### src/rtl/cla_slice_sequencer.sv
// cla_slice_sequencer: multi-cycle WIDTH-bit adder, one 3-bit CLA slice per clock.
// Ports: clk, rst_n (sync, active-low); in_valid/in_ready + a, b, cin operand
// handshake; out_valid/out_ready + sum, cout, ovf result handshake; busy in RUN/DONE.
module cla_slice_sequencer #(
    parameter int WIDTH = 12
) (
    input  logic             clk,
    input  logic             rst_n,
    input  logic             in_valid,
    output logic             in_ready,
    input  logic [WIDTH-1:0] a,
    input  logic [WIDTH-1:0] b,
    input  logic             cin,
    output logic             out_valid,
    input  logic             out_ready,
    output logic [WIDTH-1:0] sum,
    output logic             cout,
    output logic             ovf,
    output logic             busy
);

    localparam int NSLICE = WIDTH / 3;
    localparam int IW = (NSLICE > 1) ? $clog2(NSLICE) : 1;
    localparam logic [IW-1:0] LAST = IW'(NSLICE - 1);

    generate
        if (WIDTH < 3 || (WIDTH % 3) != 0) begin : g_bad_width
            $error("cla_slice_sequencer: WIDTH must be a positive multiple of 3");
        end
    endgenerate

    typedef enum logic [1:0] {IDLE, RUN, DONE} state_t;

    state_t state, state_nx;

    logic [WIDTH-1:0] a_q, b_q, sum_q, sum_nx;
    logic [IW-1:0]    idx_q;
    logic             carry_q, cout_q, ovf_q;

    logic [2:0] a_sl, b_sl, g, p, s;
    logic       c1, c2, c3;
    logic       accept, step, last;

    // Select the active slice of the latched operands.
    always_comb begin
        a_sl = '0;
        b_sl = '0;
        for (int i = 0; i < NSLICE; i++) begin
            if (idx_q == IW'(i)) begin
                a_sl = a_q[3*i +: 3];
                b_sl = b_q[3*i +: 3];
            end
        end
    end

    // 3-bit carry look-ahead slice.
    always_comb begin
        g  = a_sl & b_sl;
        p  = a_sl ^ b_sl;
        c1 = g[0] | (p[0] & carry_q);
        c2 = g[1] | (p[1] & g[0]) | (p[1] & p[0] & carry_q);
        c3 = g[2] | (p[2] & g[1]) | (p[2] & p[1] & g[0])
           | (p[2] & p[1] & p[0] & carry_q);
        s  = p ^ {c2, c1, carry_q};
    end

    always_comb begin
        sum_nx = sum_q;
        for (int i = 0; i < NSLICE; i++) begin
            if (idx_q == IW'(i)) begin
                sum_nx[3*i +: 3] = s;
            end
        end
    end

    always_ff @(posedge clk) begin
        if (!rst_n) begin
            state <= IDLE;
        end else begin
            state <= state_nx;
        end
    end

    always_comb begin
        state_nx  = state;
        in_ready  = 1'b0;
        out_valid = 1'b0;
        busy      = 1'b0;
        unique case (state)
            IDLE: begin
                in_ready = 1'b1;
                if (in_valid) state_nx = RUN;
            end
            RUN: begin
                busy = 1'b1;
                if (idx_q == LAST) state_nx = DONE;
            end
            DONE: begin
                out_valid = 1'b1;
                busy      = 1'b1;
                if (out_ready) state_nx = IDLE;
            end
            default: state_nx = IDLE;
        endcase
    end

    assign accept = (state == IDLE) && in_valid;
    assign step   = (state == RUN);
    assign last   = (idx_q == LAST);

    always_ff @(posedge clk) begin
        if (!rst_n) begin
            a_q     <= '0;
            b_q     <= '0;
            sum_q   <= '0;
            idx_q   <= '0;
            carry_q <= 1'b0;
            cout_q  <= 1'b0;
            ovf_q   <= 1'b0;
        end else if (accept) begin
            a_q     <= a;
            b_q     <= b;
            sum_q   <= '0;
            idx_q   <= '0;
            carry_q <= cin;
        end else if (step) begin
            sum_q   <= sum_nx;
            carry_q <= c3;
            if (last) begin
                // c2 of the top slice is the carry into the MSB.
                cout_q <= c3;
                ovf_q  <= c3 ^ c2;
            end else begin
                idx_q <= idx_q + IW'(1);
            end
        end
    end

    assign sum  = sum_q;
    assign cout = cout_q;
    assign ovf  = ovf_q;

endmodule
### config.mk
export PLATFORM = sky130hd
export DESIGN_NAME = cla_slice_sequencer
export DESIGN_NICKNAME = d
export VERILOG_FILES = /design/src/rtl/cla_slice_sequencer.sv
export SDC_FILE = /design/constraint.sdc
export NUM_CORES = 1
export LEC_CHECK = 0
export ABC_AREA = 0
export CAP_MARGIN = 5
export CORE_ASPECT_RATIO = 1.5
export CORE_MARGIN = 10
export CORE_UTILIZATION = 45
export CTS_CLUSTER_SIZE = 25
export DETAILED_ROUTE_END_ITERATION = 6
export PLACE_DENSITY = 0.76
export SLEW_MARGIN = 20
export SYNTH_ARGS = -nofsm -noshare
export SYNTH_HDL_FRONTEND = slang
export SYNTH_SLANG_ARGS = --single-unit
### constraint.sdc
create_clock -name clk -period 2.2 [get_ports clk]
set_input_delay 0.33 -clock clk [delete_from_list [all_inputs] [get_ports clk]]
set_output_delay 0.33 -clock clk [all_outputs]
set_load 0.005 [all_outputs]
==> Word-level counts from Yosys, hierarchy flattened <==
Cells that the tools add are included.
{ "op_classes": {"bitwise_logic": 22, "n_reduce_logical": 13, "n_eq_ne": 8, "n_mux": 17, "add_sub_neg": 1} }
{ "op_table": {"columns": ["cell", "count"], "rows": [
  ["two-way mux 3 bit", 8],
  ["AND reduction 2 bit", 5],
  ["bitwise AND 1 bit", 9],
  ["equality test 2 bit, second input constant", 3],
  ["two-way mux 2 bit", 3],
  ["OR 1 bit", 6],
  ["one-hot mux 2 bit (3 select lines)", 1],
  ["AND reduction 3 bit", 2],
  ["XOR 3 bit", 2],
  ["two-way mux 1 bit", 5],
  ["equality test 2 x 1 -> 1 bit, second input constant", 2],
  ["logical NOT 2 bit", 2],
  ["inequality test 2 bit, second input constant", 2],
  ["OR reduction 2 bit", 2],
  ["bitwise AND 3 bit", 1],
  ["NOT 1 bit", 3],
  ["adder 2 x 1 -> 2 bit, second input constant", 1],
  ["inequality test 2 x 1 -> 1 bit, second input constant", 1],
  ["nonzero test 2 bit", 1],
  ["logical AND 1 bit", 1],
  ["XOR 1 bit", 1]
]} }
{ "totals": {"output_inout_bits": 17, "input_bits": 29, "ff_bits": 43, "elab_cells": 72} }

==> Depth between registers and ports, before layout <==
{ "logic_depth": {"ltp_word": 12, "mapped_depth": 12, "depth_no_buf": 11} }

==> Worst setup path after synthesis <==
OpenSTA, ideal clock, no wires.
{ "synth_path": {"kind": "register -> register", "start": "reg idx_q[0]", "end": "reg sum_q[11], in the netlist sum[11]", "required_ns": 2.073, "period_less_slack_ns": 2.438, "path_buffers": 1, "path_slack_ns": -0.238, "path_stages_with_launch": 12, "arrival_ns": 2.311, "setup_time_ns": 0.127, "path_cell_list": "dfxtp_1 > inv_1 > ha_1 > clkbuf_1 > a21oi_1 > a21oi_1 > o21ai_0 > ha_1 > a21o_1 > a21oi_2 > xor2_1 > o31ai_1"} }
{ "synth_between": {"elab_chain_cells": 10, "elab_cells_between_ends": 21, "classes_between": "3 x eq/ne; 8 x mux; 8 x bitwise; 2 x reduce/logical"} }
{ "synth_lines": {"columns": ["item", "line", "source"], "rows": [
  ["start, declared", "37", "logic [IW-1:0] idx_q;"],
  ["start signal, assigned", "134", "idx_q <= idx_q + IW'(1);"],
  ["logical NOT 2 bit", "49", "if (idx_q == IW'(i)) begin"],
  ["two-way mux 3 bit (4 in series)", "49", null],
  ["XOR 3 bit / bitwise AND 3 bit (equally long branches)", "59, 58", null],
  ["bitwise AND 1 bit", "61", "c2 = g[1] | (p[1] & g[0]) | (p[1] & p[0] & carry_q);"],
  ["OR 1 bit / bitwise AND 1 bit (equally long branches)", "61", null],
  ["OR 1 bit", "61", null],
  ["XOR 3 bit", "64", "s = p ^ {c2, c1, carry_q};"],
  ["end signal, assigned", "127", "sum_q <= sum_nx;"],
  ["end, declared", "36", "logic [WIDTH-1:0] a_q, b_q, sum_q, sum_nx;"]
]} }
Parallel ways exist; a longest one is shown, timed or not.
A chain may end at the register's enable or synchronous reset.

==> Worst setup path after layout <==
{ "layout_path": {"start": "reg idx_q[1]", "end": "reg ovf_q, in the netlist ovf"} }
{ "layout_between": {"elab_chain_cells": 11, "elab_cells_between_ends": 29, "classes_between": "3 x eq/ne; 8 x mux; 16 x bitwise; 2 x reduce/logical"} }
{ "layout_lines": {"columns": ["item", "line", "source"], "rows": [
  ["logical NOT 2 bit", "49", null],
  ["two-way mux 3 bit (4 in series)", "49", null],
  ["XOR 3 bit / bitwise AND 3 bit (equally long branches)", "59, 58", null],
  ["bitwise AND 1 bit, on equally long branches", "62, 63", null],
  ["OR 1 bit, or another cell as far along", "62", "c3 = g[2] | (p[2] & g[1]) | (p[2] & p[1] & g[0])"],
  ["OR 1 bit / bitwise AND 1 bit (equally long branches)", "62, 63", null],
  ["OR 1 bit", "63", "| (p[2] & p[1] & p[0] & carry_q);"],
  ["XOR 1 bit", "132", "ovf_q <= c3 ^ c2;"],
  ["end signal, assigned", "132", null],
  ["end, declared", "38", "logic carry_q, cout_q, ovf_q;"]
]} }
Parallel ways exist; a longest one is shown, timed or not.

==> metrics.yaml <==
final_layout:
  nets: 352
  fillers: 368
  seq_area_um2: 863
  final_core_util_pct: 66.0
  syn_to_final_growth_pct: 41.0
  mostFrequentLayoutCell: "nand2_1"
  n_antenna_cell: 0
  multi_input_area_um2: 1160
  layout_common_cells: "nand2_1, clkdlybuf4s50_1, a21oi_1, dfxtp_1, buf_4"
  layout-drive-gt1-share_pct: 17.0
  final_area_um2: 2830
run:
  drv_cap: 0
clocking:
  numCtsBuffers: 5
  tritoncts: "built"
  h-tree-depth: 2
  clockBufferDepth: 2
  insertion_delay_ps: 310
  root_buffer: "clkbuf_8"
  clock_sinks: 43
  cts.reportedPaths.clkPinSlew_ps: 80
timing:
  fmax_ghz: 0.440
  tns_ps: -106
  finalCriticalPeriod_ps: 2270
  tightest_slew_ps: 468
  period_share_pct: 103
  drv_slew: 0
  skew_ps: 9.85
  holdWs_ps: 457
  hold_viol: 0
  fin_ws_ps: -74.9
  finalSetupViolCount: 2
  rsz0062_at_grt: "true"
  relSlewSlack_pct: 68.7
global_route:
  use_met1_pct: 13.9
  grt_overflow: 0
  use_met3_pct: 3.91
  antenna_found_initial: 0
  busiest_layer: "met2"
  grt_pass1_wl_um: 8250
  grt_max_degree: 29
  grt_pass1_vias: 1934
  grt_usage_pct: 13.7
  gr-usage-met2_pct: 24.2
worst_setup_path:
  crit_fanout: 6
  cp-end-kind: "flop"
  start_kind: "flop"
  crit_required_ps: 2440
  critPathKind: "reg -> reg"
  critPathArrivalTime_ps: 2520
routing:
  dr.pass1.iters: 4
  ant_nets: 0
  num_vias: 1931
  viasPerCell: 5.39
  first_iter_violations: 123
  wire_per_inst_um: 14.1
  remaining_drc_errors: 0
  routed_wl_um: 5060
placement:
  io_buffers: 45
  placed_area_um2: 2570
  dpl_worst_slack_ps: -210
  dp_hpwl_um: 3660
  place.gp.congestion: 0.817
synthesis:
  synth_area_um2: 2010
  synth_nets: 295
  ys_ff_latch: 43
  synth_edf_count: 0
  syn_inst: 254
  ys_warn_count: 0
  async_reset_ff_share_pct: 0
  synth_cell_types: 32
  synth_area_per_cell_um2: 7.90
  synth-main-ff-cell: "dfxtp_1"
  yosysSeqAreaShare_pct: 42.9
  netlist_top_cells_area: "dfxtp_1, nand2_1, a21oi_1"
  synth.largest_area_cell: "dfxtp_1"
  synth_top_area_share_pct: 42.9
die:
  num_rows: 29
  die_x_um: 74.5
  dieArea_um2: 7580
  die_y_um: 102
  core_um2: 4280
  start_util_pct: 46.8
  io_pins: 46
power:
  peakVddDrop_v: 0.000567
  power_density_nw_per_um2: 1000
  p_leak_uw: 0.00106
status:
  failed_checks: "negative setup slack"
  status: "complete, but fails checks"
hold_path:
  hold_class: "reg -> reg"
-- kinds of logic after synthesis --
group           Yosys count  share of synthesized area, %
simple gates            108                          23.0
compound gates           64                          18.7
flops                    43                          42.9
buf+inv                  22                          5.18
fa+ha+maj                12                          7.86
xor+xnor                  3                          1.31
mux                       2                         0.998
-- registers in the layout, indices dropped and copies added, names as in the netlist --
signal   cells
a_q         12
b_q         12
sum         12
idx_q        2
state        2
carry_q      1
cout         1
ovf          1
-- report_power, final --
group	switching, µW	total, µW	internal (µW)
clock network	271	638	367
registers	82.3	977	895
logic	642	1220	579
-- path summary, 6_finish.rpt --
check	start	end	slack, ps	cells after the start
worst max-delay path	idx_q[1]	ovf	-70	11
worst min-delay path	sum[0]	sum[0]	460	2
worst max register to register	idx_q[1]	ovf	-70	11
worst min register to register	sum[0]	sum[0]	460	2
-- routing by layer --
layer | part of all wire [%] | vias to the layer above
met1 | 40 | 914
li1 | - | 961
met3 | 4.0 | 16
met5 | 0 | -
met2 | 53 | 40
met4 | 3.1 | 0
-- through the flow --
step | instances | power [µW]
3_5_place_dp | 347 | 2080
5_1_grt | 358 | 3020
2_1_floorplan | 254 | 1700
3_3_place_gp | 347 | 2050
6_report | 358 | 2840
4_1_cts | 357 | 2780
-- worst max-delay path, stage by stage (launching register included) --
cell and delay (ps):
dfxtp_2 360, inv_4 50, ha_4 170, buf_4 130, nand3b_1 150, a21oi_1 130, a21oi_1 60, o21ai_1 230
ha_4 270, and4_1 180, or3_1 340, a31oi_1 150
-- Yosys cell counts, types with 2 or more instances --
library cell and count:
a21oi_1 45, a21oi_2 2, and2_1 2, buf_1 2
buf_2 5, buf_4 2, clkbuf_1 5, dfxtp_1 43
ha_1 11, inv_1 6, mux2i_1 2, nand2_1 72
nand3_1 5, nand3b_1 6, nand4_1 4, nor2_1 15
o21ai_0 7, o31ai_1 4, or3_1 2, xnor2_1 2
-- what timing repair did --
item	CTS	global route
hold buffers	0	0
pin swaps	22	13
endpoints found under the setup margin	15	12
buffers inserted	2	1
resized for setup	20	9
-- layout make-up --
cell class              instances  share of cell area [%]
repair buffers                 65                    21.4
multi-input cells             189                    40.9
flip-flops and latches         43                    30.5
inverters                       7                    1.02
clock buffers                   6                    2.92
clock inverters                 2                    1.24
well taps                      46                    2.04
No activity file was read; power rests on OpenSTA's default activity.
